$ cat src/rtl/branch_pc_unit_if.sv
// Fetch/decode handshake bundle for the branch PC unit.
// The unit drives pc/pc_valid/instr_ready and consumes the decoded instruction fields and eq.
interface branch_pc_unit_if #(
  parameter int unsigned XLEN = 64
);
  logic [XLEN-1:0] pc;
  logic            pc_valid;
  logic            pc_ready;
  logic            instr_valid;
  logic            instr_ready;
  logic [1:0]      branch_op;
  logic [XLEN-1:0] imm;
  logic            eq;

  modport master (
    output pc, pc_valid, instr_ready,
    input  pc_ready, instr_valid, branch_op, imm, eq
  );

  modport slave (
    input  pc, pc_valid, instr_ready,
    output pc_ready, instr_valid, branch_op, imm, eq
  );
endinterface

$ cat src/rtl/branch_pc_unit.sv
// Architectural PC holder: issues PC to fetch, resolves BEQ/BNE from the eq comparator,
// halts on misaligned taken targets and keeps saturating branch statistics.
module branch_pc_unit #(
  parameter int unsigned     XLEN     = 64,
  parameter logic [XLEN-1:0] RESET_PC = '0,
  parameter int unsigned     CNT_W    = 16
) (
  input  logic                clk,
  input  logic                rst_n,
  branch_pc_unit_if.master    bus,
  output logic                halted_o,
  output logic [XLEN-1:0]     misalign_addr_o,
  output logic [CNT_W-1:0]    branch_count_o,
  output logic [CNT_W-1:0]    taken_count_o
);

  localparam logic [1:0] OP_BEQ = 2'b01;
  localparam logic [1:0] OP_BNE = 2'b10;

  typedef enum logic [1:0] {S_RESET, S_ISSUE, S_WAIT, S_HALT} state_e;

  state_e            state_q, state_d;
  logic [XLEN-1:0]   pc_q, pc_d;
  logic              pc_valid_q, pc_valid_d;
  logic              instr_ready_q, instr_ready_d;
  logic              halted_q, halted_d;
  logic [XLEN-1:0]   misalign_q, misalign_d;
  logic [CNT_W-1:0]  bcnt_q, bcnt_d;
  logic [CNT_W-1:0]  tcnt_q, tcnt_d;

  logic              is_beq, is_bne, is_br, taken, misaligned;
  logic [XLEN-1:0]   target, seq_pc;

  // Branch resolution datapath; only consumed while in S_WAIT.
  always_comb begin
    is_beq     = (bus.branch_op == OP_BEQ);
    is_bne     = (bus.branch_op == OP_BNE);
    is_br      = is_beq | is_bne;
    taken      = (is_beq & bus.eq) | (is_bne & ~bus.eq);
    target     = pc_q + bus.imm;
    seq_pc     = pc_q + XLEN'(4);
    misaligned = taken & (target[1:0] != 2'b00);
  end

  // Next-state and registered-output computation.
  always_comb begin
    state_d    = state_q;
    pc_d       = pc_q;
    halted_d   = halted_q;
    misalign_d = misalign_q;
    bcnt_d     = bcnt_q;
    tcnt_d     = tcnt_q;

    case (state_q)
      S_RESET: state_d = S_ISSUE;
      S_ISSUE: if (bus.pc_ready) state_d = S_WAIT;
      S_WAIT: begin
        if (bus.instr_valid) begin
          if (is_br && (bcnt_q != '1)) bcnt_d = bcnt_q + CNT_W'(1);
          if (taken && (tcnt_q != '1)) tcnt_d = tcnt_q + CNT_W'(1);
          if (misaligned) begin
            halted_d   = 1'b1;
            misalign_d = target;
            state_d    = S_HALT;
          end else begin
            pc_d    = taken ? target : seq_pc;
            state_d = S_ISSUE;
          end
        end
      end
      S_HALT:  state_d = S_HALT;
      default: state_d = S_RESET;
    endcase

    // Handshake flags follow the state being entered so they are valid from its first cycle.
    pc_valid_d    = (state_d == S_ISSUE);
    instr_ready_d = (state_d == S_WAIT);
  end

  always_ff @(posedge clk or negedge rst_n) begin
    if (!rst_n) begin
      state_q       <= S_RESET;
      pc_q          <= RESET_PC;
      pc_valid_q    <= 1'b0;
      instr_ready_q <= 1'b0;
      halted_q      <= 1'b0;
      misalign_q    <= '0;
      bcnt_q        <= '0;
      tcnt_q        <= '0;
    end else begin
      state_q       <= state_d;
      pc_q          <= pc_d;
      pc_valid_q    <= pc_valid_d;
      instr_ready_q <= instr_ready_d;
      halted_q      <= halted_d;
      misalign_q    <= misalign_d;
      bcnt_q        <= bcnt_d;
      tcnt_q        <= tcnt_d;
    end
  end

  assign bus.pc          = pc_q;
  assign bus.pc_valid    = pc_valid_q;
  assign bus.instr_ready = instr_ready_q;
  assign halted_o        = halted_q;
  assign misalign_addr_o = misalign_q;
  assign branch_count_o  = bcnt_q;
  assign taken_count_o   = tcnt_q;

endmodule

$ cat src/flat_wrapper.sv
// flat-port wrapper written by rule: the top's interface ports become plain ports
module branch_pc_unit_flat 
#(
  parameter int unsigned     XLEN     = 64,
  parameter logic [XLEN-1:0] RESET_PC = '0,
  parameter int unsigned     CNT_W    = 16
)
  (clk, rst_n, halted_o, misalign_addr_o, branch_count_o, taken_count_o, bus_pc, bus_pc_valid, bus_instr_ready, bus_pc_ready, bus_instr_valid, bus_branch_op, bus_imm, bus_eq);
  branch_pc_unit_if #(.XLEN(XLEN)) bus_i ();
  input  logic clk;
  input  logic rst_n;
  output logic halted_o;
  output logic [XLEN-1:0] misalign_addr_o;
  output logic [CNT_W-1:0] branch_count_o;
  output logic [CNT_W-1:0] taken_count_o;
  output wire logic [$bits(bus_i.pc)-1:0] bus_pc;
  output wire logic [$bits(bus_i.pc_valid)-1:0] bus_pc_valid;
  output wire logic [$bits(bus_i.instr_ready)-1:0] bus_instr_ready;
  input wire logic [$bits(bus_i.pc_ready)-1:0] bus_pc_ready;
  input wire logic [$bits(bus_i.instr_valid)-1:0] bus_instr_valid;
  input wire logic [$bits(bus_i.branch_op)-1:0] bus_branch_op;
  input wire logic [$bits(bus_i.imm)-1:0] bus_imm;
  input wire logic [$bits(bus_i.eq)-1:0] bus_eq;
  assign bus_pc = bus_i.pc;
  assign bus_pc_valid = bus_i.pc_valid;
  assign bus_instr_ready = bus_i.instr_ready;
  assign bus_i.pc_ready = bus_pc_ready;
  assign bus_i.instr_valid = bus_instr_valid;
  assign bus_i.branch_op = bus_branch_op;
  assign bus_i.imm = bus_imm;
  assign bus_i.eq = bus_eq;
  branch_pc_unit #(.XLEN(XLEN), .RESET_PC(RESET_PC), .CNT_W(CNT_W)) u_core (.clk(clk), .rst_n(rst_n), .bus(bus_i), .halted_o(halted_o), .misalign_addr_o(misalign_addr_o), .branch_count_o(branch_count_o), .taken_count_o(taken_count_o));
endmodule
$ cat config.mk
export PLATFORM = sky130hd
export DESIGN_NAME = branch_pc_unit_flat
export DESIGN_NICKNAME = d
export VERILOG_FILES = /design/src/rtl/branch_pc_unit_if.sv /design/src/rtl/branch_pc_unit.sv /design/src/flat_wrapper.sv
export SDC_FILE = /design/constraint.sdc
export NUM_CORES = 1
export LEC_CHECK = 0
export BUFFER_PORTS_ARGS = -buffer_cell sky130_fd_sc_hd__buf_2
export CORE_UTILIZATION = 39
export DETAILED_ROUTE_END_ITERATION = 12
export PLACE_DENSITY = 0.64
export SYNTH_ARGS = -nofsm -noshare
export SYNTH_HDL_FRONTEND = slang
export SYNTH_SLANG_ARGS = --single-unit
$ cat constraint.sdc
create_clock -name clk -period 4.45 [get_ports clk]
set_input_delay 0.2225 -clock clk [delete_from_list [all_inputs] [get_ports clk]]
set_output_delay 0.2225 -clock clk [all_outputs]
set_load 0.05 [all_outputs]
* Word level (Yosys, flattened, before mapping)
Index checks and enable logic that the tools add are counted.
Storage, ports and cells: input port bits 71, word-level logic and storage cells 41, register bits 165
Cells by class: multiplexer cells 5, add/sub/neg operators 4, eq/ne operators 9, reduce and logical (&&, ||, !) cells 8, bitwise logic cells 7
Operators with widths (count):
- $add 64x3->64 const B | 1
- $add 64x64->64 | 1
- $mux 64 | 1
- $add 16x1->16 const B | 2
- $ne 16x16->1 const B | 2
- $reduce_and 3->1 | 4
- $eq 2x2->1 const B | 4
- $pmux 2 s4 | 1
- $eq 2x1->1 const B | 3
- $mux 2 | 3
- $and 1x1->1 | 3
- $logic_and 1x1->1 | 2
- $logic_not 2->1 | 1
- $not 1->1 | 2
- $or 1x1->1 | 2
- $reduce_bool 2->1 | 1

* Longest topological paths before layout
word-level depth 8, depth in mapped cells 12, gate-level depth less buffers 12

* Worst setup path before layout
Ideal clock, no wire load.
path type register to register, start reg u_core.pc_q[0] (netlist: u_core.bus.pc[0]), end reg u_core.pc_q[56] (netlist: u_core.bus.pc[56]), setup time 126 ps, period minus slack after synthesis 3451 ps, required time 4324 ps, data arrival time 3325 ps, setup slack 999 ps, buffers on the path 0, cell stages (with the launch flop) 13, cell sequence dfrtp_1 > ha_1 > fa_1 > a211oi_2 > o211ai_1 > and4_1 > o31a_1 > a211oi_2 > nor4_2 > a41oi_2 > o21bai_1 > xor2_1 > a221o_1
On the way: word-level cells in the longest chain between the ends 5, elaborated cells between the ends (all ways) 7
Ends and longest elaborated chain:
- from (decl) | RTL line branch_pc_unit.sv:23 | logic [XLEN-1:0] pc_q, pc_d;
- from (signal assigned) | RTL line branch_pc_unit.sv:92 | pc_q <= pc_d;
- $add 64x64->64 | RTL line branch_pc_unit.sv:40 | target = pc_q + bus.imm;
- $reduce_bool 2->1 | RTL line branch_pc_unit.sv:42 | misaligned = taken & (target[1:0] != 2'b00);
- $and 1x1->1 | RTL line branch_pc_unit.sv:42
- $not 1->1 (no line)
- $reduce_and 3->1 (no line)
Several ways; a longest one is shown, not always the timed one. A chain may end at the register's enable or synchronous reset.

* Worst setup path in the final report
start reg u_core.pc_q[2] (netlist: u_core.bus.pc[2]), end reg u_core.pc_q[57] (netlist: u_core.bus.pc[57])
On the way: word-level cells in the longest chain between the ends 2, elaborated cells between the ends (all ways) 3
Ends and longest elaborated chain:
- $add 64x3->64 or $add 64x64->64 (tied branches) | RTL line branch_pc_unit.sv:41, branch_pc_unit.sv:40
- $mux 64 * | RTL line branch_pc_unit.sv:66 | pc_d = taken ? target : seq_pc;
Every way passes the cells marked *; elsewhere a longest branch is shown, timed or not.

==> load_flow_metrics.sql <==
INSERT INTO impl_metrics (metric_group, metric, value, unit) VALUES
('floorplanning', 'die_h', '175', 'µm'),
('global_routing', 'grt_start_max_net_pins', '86', ''),
('global_routing', 'grt_use_total', '25.8', '%'),
('final_layout', 'syn_to_final_growth', '18.6', '%'),
('critical_path', 'worstPathRequired', '4.77', 'ns'),
('pwr', 'clock_power_share', '13.8', '%'),
('floorplanning', 'io-pin-count', '234', ''),
('pwr', 'static-leakage-power', '6.47', 'nW'),
('critical_path', 'worstSetupStartpointType', 'flip-flop', ''),
('synth', 'synth-edff-count', '0', ''),
('detailed_routing', 'vias_per_inst', '5.84', ''),
('cts', 'cts-root-buf', 'clkbuf_16', ''),
('sta', 'fmax', '275', 'MHz'),
('cts', 'h-tree-depth', '4', ''),
('pwr', 'worst_voltage_drop_across_the_vdd_grid', '0.363', 'mV'),
('detailed_routing', 'wl', '39400', 'µm'),
('synth', 'netlist-cell-type-count', '75', ''),
('critical_path', 'crit_type', 'reg2reg', ''),
('synth', 'yosys_warn_count', '0', ''),
('final_layout', 'drive_gt1_share', '20.8', '%'),
('sta', 'final_min_period_over_clock_period', '81.6', '%'),
('pwr', 'combinational_share_of_power', '61.7', '%'),
('detailed_routing', 'route.detailed.drc', '0', ''),
('pwr', 'power', '11.0', 'mW'),
('run_status', 'run_status', 'complete, no violations', ''),
('global_routing', 'grt_first_pass_wirelength', '62200', 'µm'),
('critical_path', 'cp_cell_sequence', 'ha_1 -> o21ai_0 -> o211ai_1 -> a31oi_2 -> a31oi_1 -> a211oi_2 -> o221ai_2 -> a32o_1 -> a41oi_1 -> xor2_1 -> a21oi_1', ''),
('critical_path', 'worstSetupStartpoint', 'u_core.bus.pc[2]', ''),
('run', 'timing.max_cap.violations', '0', ''),
('detailed_routing', 'count_of_vias_placed_by_the_detailed_router', '11700', ''),
('detailed_routing', 'final_antenna_net_count', '0', ''),
('cts', 'clock_latency', '0.45', 'ns'),
('detailed_routing', 'post_drt_wl_per_cell', '19.6', 'µm'),
('final_layout', 'post-route-cell-area', '13900', 'µm²'),
('global_routing', 'grt_pass1_vias', '11100', ''),
('hold_path', 'worstHoldStart', 'bus_pc_ready', ''),
('sta', 'finalSetupViolations', '0', ''),
('final_layout', 'fillerInstances', '2964', ''),
('critical_path', 'worst-path-buf-inv', '0', ''),
('critical_path', 'endpoint_kind', 'flip-flop', ''),
('global_routing', 'grt_antenna_before_repair', '2', ''),
('synth', 'dominantRegCellSynth', 'dfrtp_1', ''),
('final_layout', 'antennaDiodeCount', '0', ''),
('sta', 'slew_violations', '0', ''),
('floorplanning', 'starting_density_of_the_core', '39.5', '%'),
('synth', 'synth_seq_cells', '165', ''),
('critical_path', 'cp_max_fo', '7', ''),
('synth', 'async_flop_share', '100', '%'),
('pwr', 'pwr-share-seq', '24.5', '%'),
('synth', 'synth.yosys.seq_area_share', '35.2', '%'),
('final_layout', 'layout.cells.most_common', 'buf_2', ''),
('sta', 'finClkSkew', '0.0167', 'ns'),
('final_layout', 'most-common-layout-cells', 'buf_2, dfrtp_1, nand2_1, a21oi_1, o21ai_0', ''),
('critical_path', 'worst-endpoint-arrival', '3.95', 'ns'),
('global_routing', 'remaining_global_route_overflow', '0', ''),
('place', 'detailed_place.area', '13300', 'µm²'),
('cts', 'tritoncts', 'built', ''),
('sta', 'setup_total_neg_slack', '0', 'ns'),
('floorplanning', 'placement_rows', '63', ''),
('pwr', 'switchingPower', '6.22', 'mW'),
('pwr', 'pwr_density_cell', '789', 'nW/µm²'),
('sta', 'final-hold-violation-count', '0', ''),
('place', 'dp_hpwl', '29900', 'µm'),
('sta', 'tightestPinTransition', '1.03', 'ns'),
('final_layout', 'finalNetCount', '1747', ''),
('pwr', 'p_int', '4.75', 'mW'),
('synth', 'post_synthesis_average_cell_area', '8.35', 'µm²'),
('synth', 'syn_area', '11700', 'µm²'),
('place', 'gp_congestion', '0.924', ''),
('floorplanning', 'core', '29600', 'µm²'),
('cts', 'cts_setup_buffers', '0', '');
state kept, by name, indices dropped and copies added, names as in the netlist:
signal / cells
u_core.misalign_addr_o: 64
u_core.taken_count_o: 16
u_core.branch_count_o: 16
u_core.halted_o: 1
u_core.bus.pc: 64
u_core.bus.pc_valid: 1
u_core.state_q: 2
u_core.bus.instr_ready: 1
through the flow:
| step | hold slack, ns | cells | util [%] | setup WS, ns |
|---|---|---|---|---|
| after floorplan | -0.0731 | 1404 | - | 0.999 |
| after global placement | 0.347 | 1976 | 44.9 | 0.915 |
| after detailed placement | 0.347 | 1976 | 44.9 | 0.855 |
| after CTS | 0.0863 | 2010 | 46.9 | 0.823 |
| after global routing | 0.111 | 2010 | 46.9 | 0.572 |
| final | 0.100 | 2010 | 46.9 | 0.820 |
synthesized netlist by cell type, types with 23 or more instances:
cell type / number / area, µm²
o21ai_0: 123 / 616
nand2_1: 157 / 589
nand4_1: 40 / 250
xor2_1: 32 / 280
a21oi_1: 152 / 761
nor2_1: 115 / 432
mux2_2: 29 / 327
inv_1: 34 / 128
xnor2_1: 58 / 508
nand3_1: 56 / 280
clkbuf_1: 54 / 203
nor3_1: 28 / 140
ha_1: 68 / 851
dfrtp_1: 165 / 4130
and3_1: 23 / 144
a21o_1: 30 / 225
layout make-up:
type                       instances  area (µm²)  share of cell area (%)
tap                              390         488                    3.51
multi-input combinational       1141        7260                    52.2
timing repair buffer             248        1320                    9.46
inverter                          34         128                   0.918
sequential                       165        4130                    29.7
clock buffer                      17         425                    3.06
clock inverter                    15         156                    1.13
power by group through the flow:
stage,clock network (mW),registers (mW),logic (mW)
after floorplan,0,4.44,3.11
after global placement,0,2.67,6.68
after detailed placement,0,2.70,6.68
after CTS,1.53,2.68,6.72
after global routing,1.59,2.78,7.26
final,1.51,2.69,6.77
cell families after synthesis:
logic type                 Yosys count  share of synthesized area, %
adders and majority gates           69                          7.43
and+or+nand+nor                    496                          20.2
AOI/OAI and AO/OA                  453                          24.0
buffers and inverters               98                          3.20
xor gates and xnor gates            90                          6.73
muxes                               33                          3.14
DFF                                165                          35.2
repair_timing:
action,4_1_cts,5_1_grt
hold buffers,2,0
hold endpoints to repair,85,0
setup endpoints to repair,0,0
worst min-delay path: stages:
cell	delay, ns
buf_2	0.07
nand2_1	0.06
inv_1	0.05
o21ai_0	0.09
path summary, 6_finish.rpt:
path	to	slack, ns	depth (start not counted)
setup reg to reg	u_core.bus.pc[57]	0.82	11
hold reg to reg	u_core.halted_o	0.47	1
min in group asynchronous	u_core.misalign_addr_o[10]	0.38	2
setup / recovery	u_core.bus.pc[57]	0.82	11
max in group asynchronous	u_core.bus.pc[46]	3.14	3
hold / removal	u_core.bus.pc_valid	0.10	4
metal layers:
metal | vias up | GRT usage, % | part of all wire, %
met5 | - | 0 | 0.058
met4 | 4 | 7.86 | 2.2
met2 | 549 | 39.2 | 43
li1 | 5568 | - | -
met1 | 5566 | 36.6 | 46
met3 | 61 | 5.39 | 8.8
(Power assumes the default switching activity.)
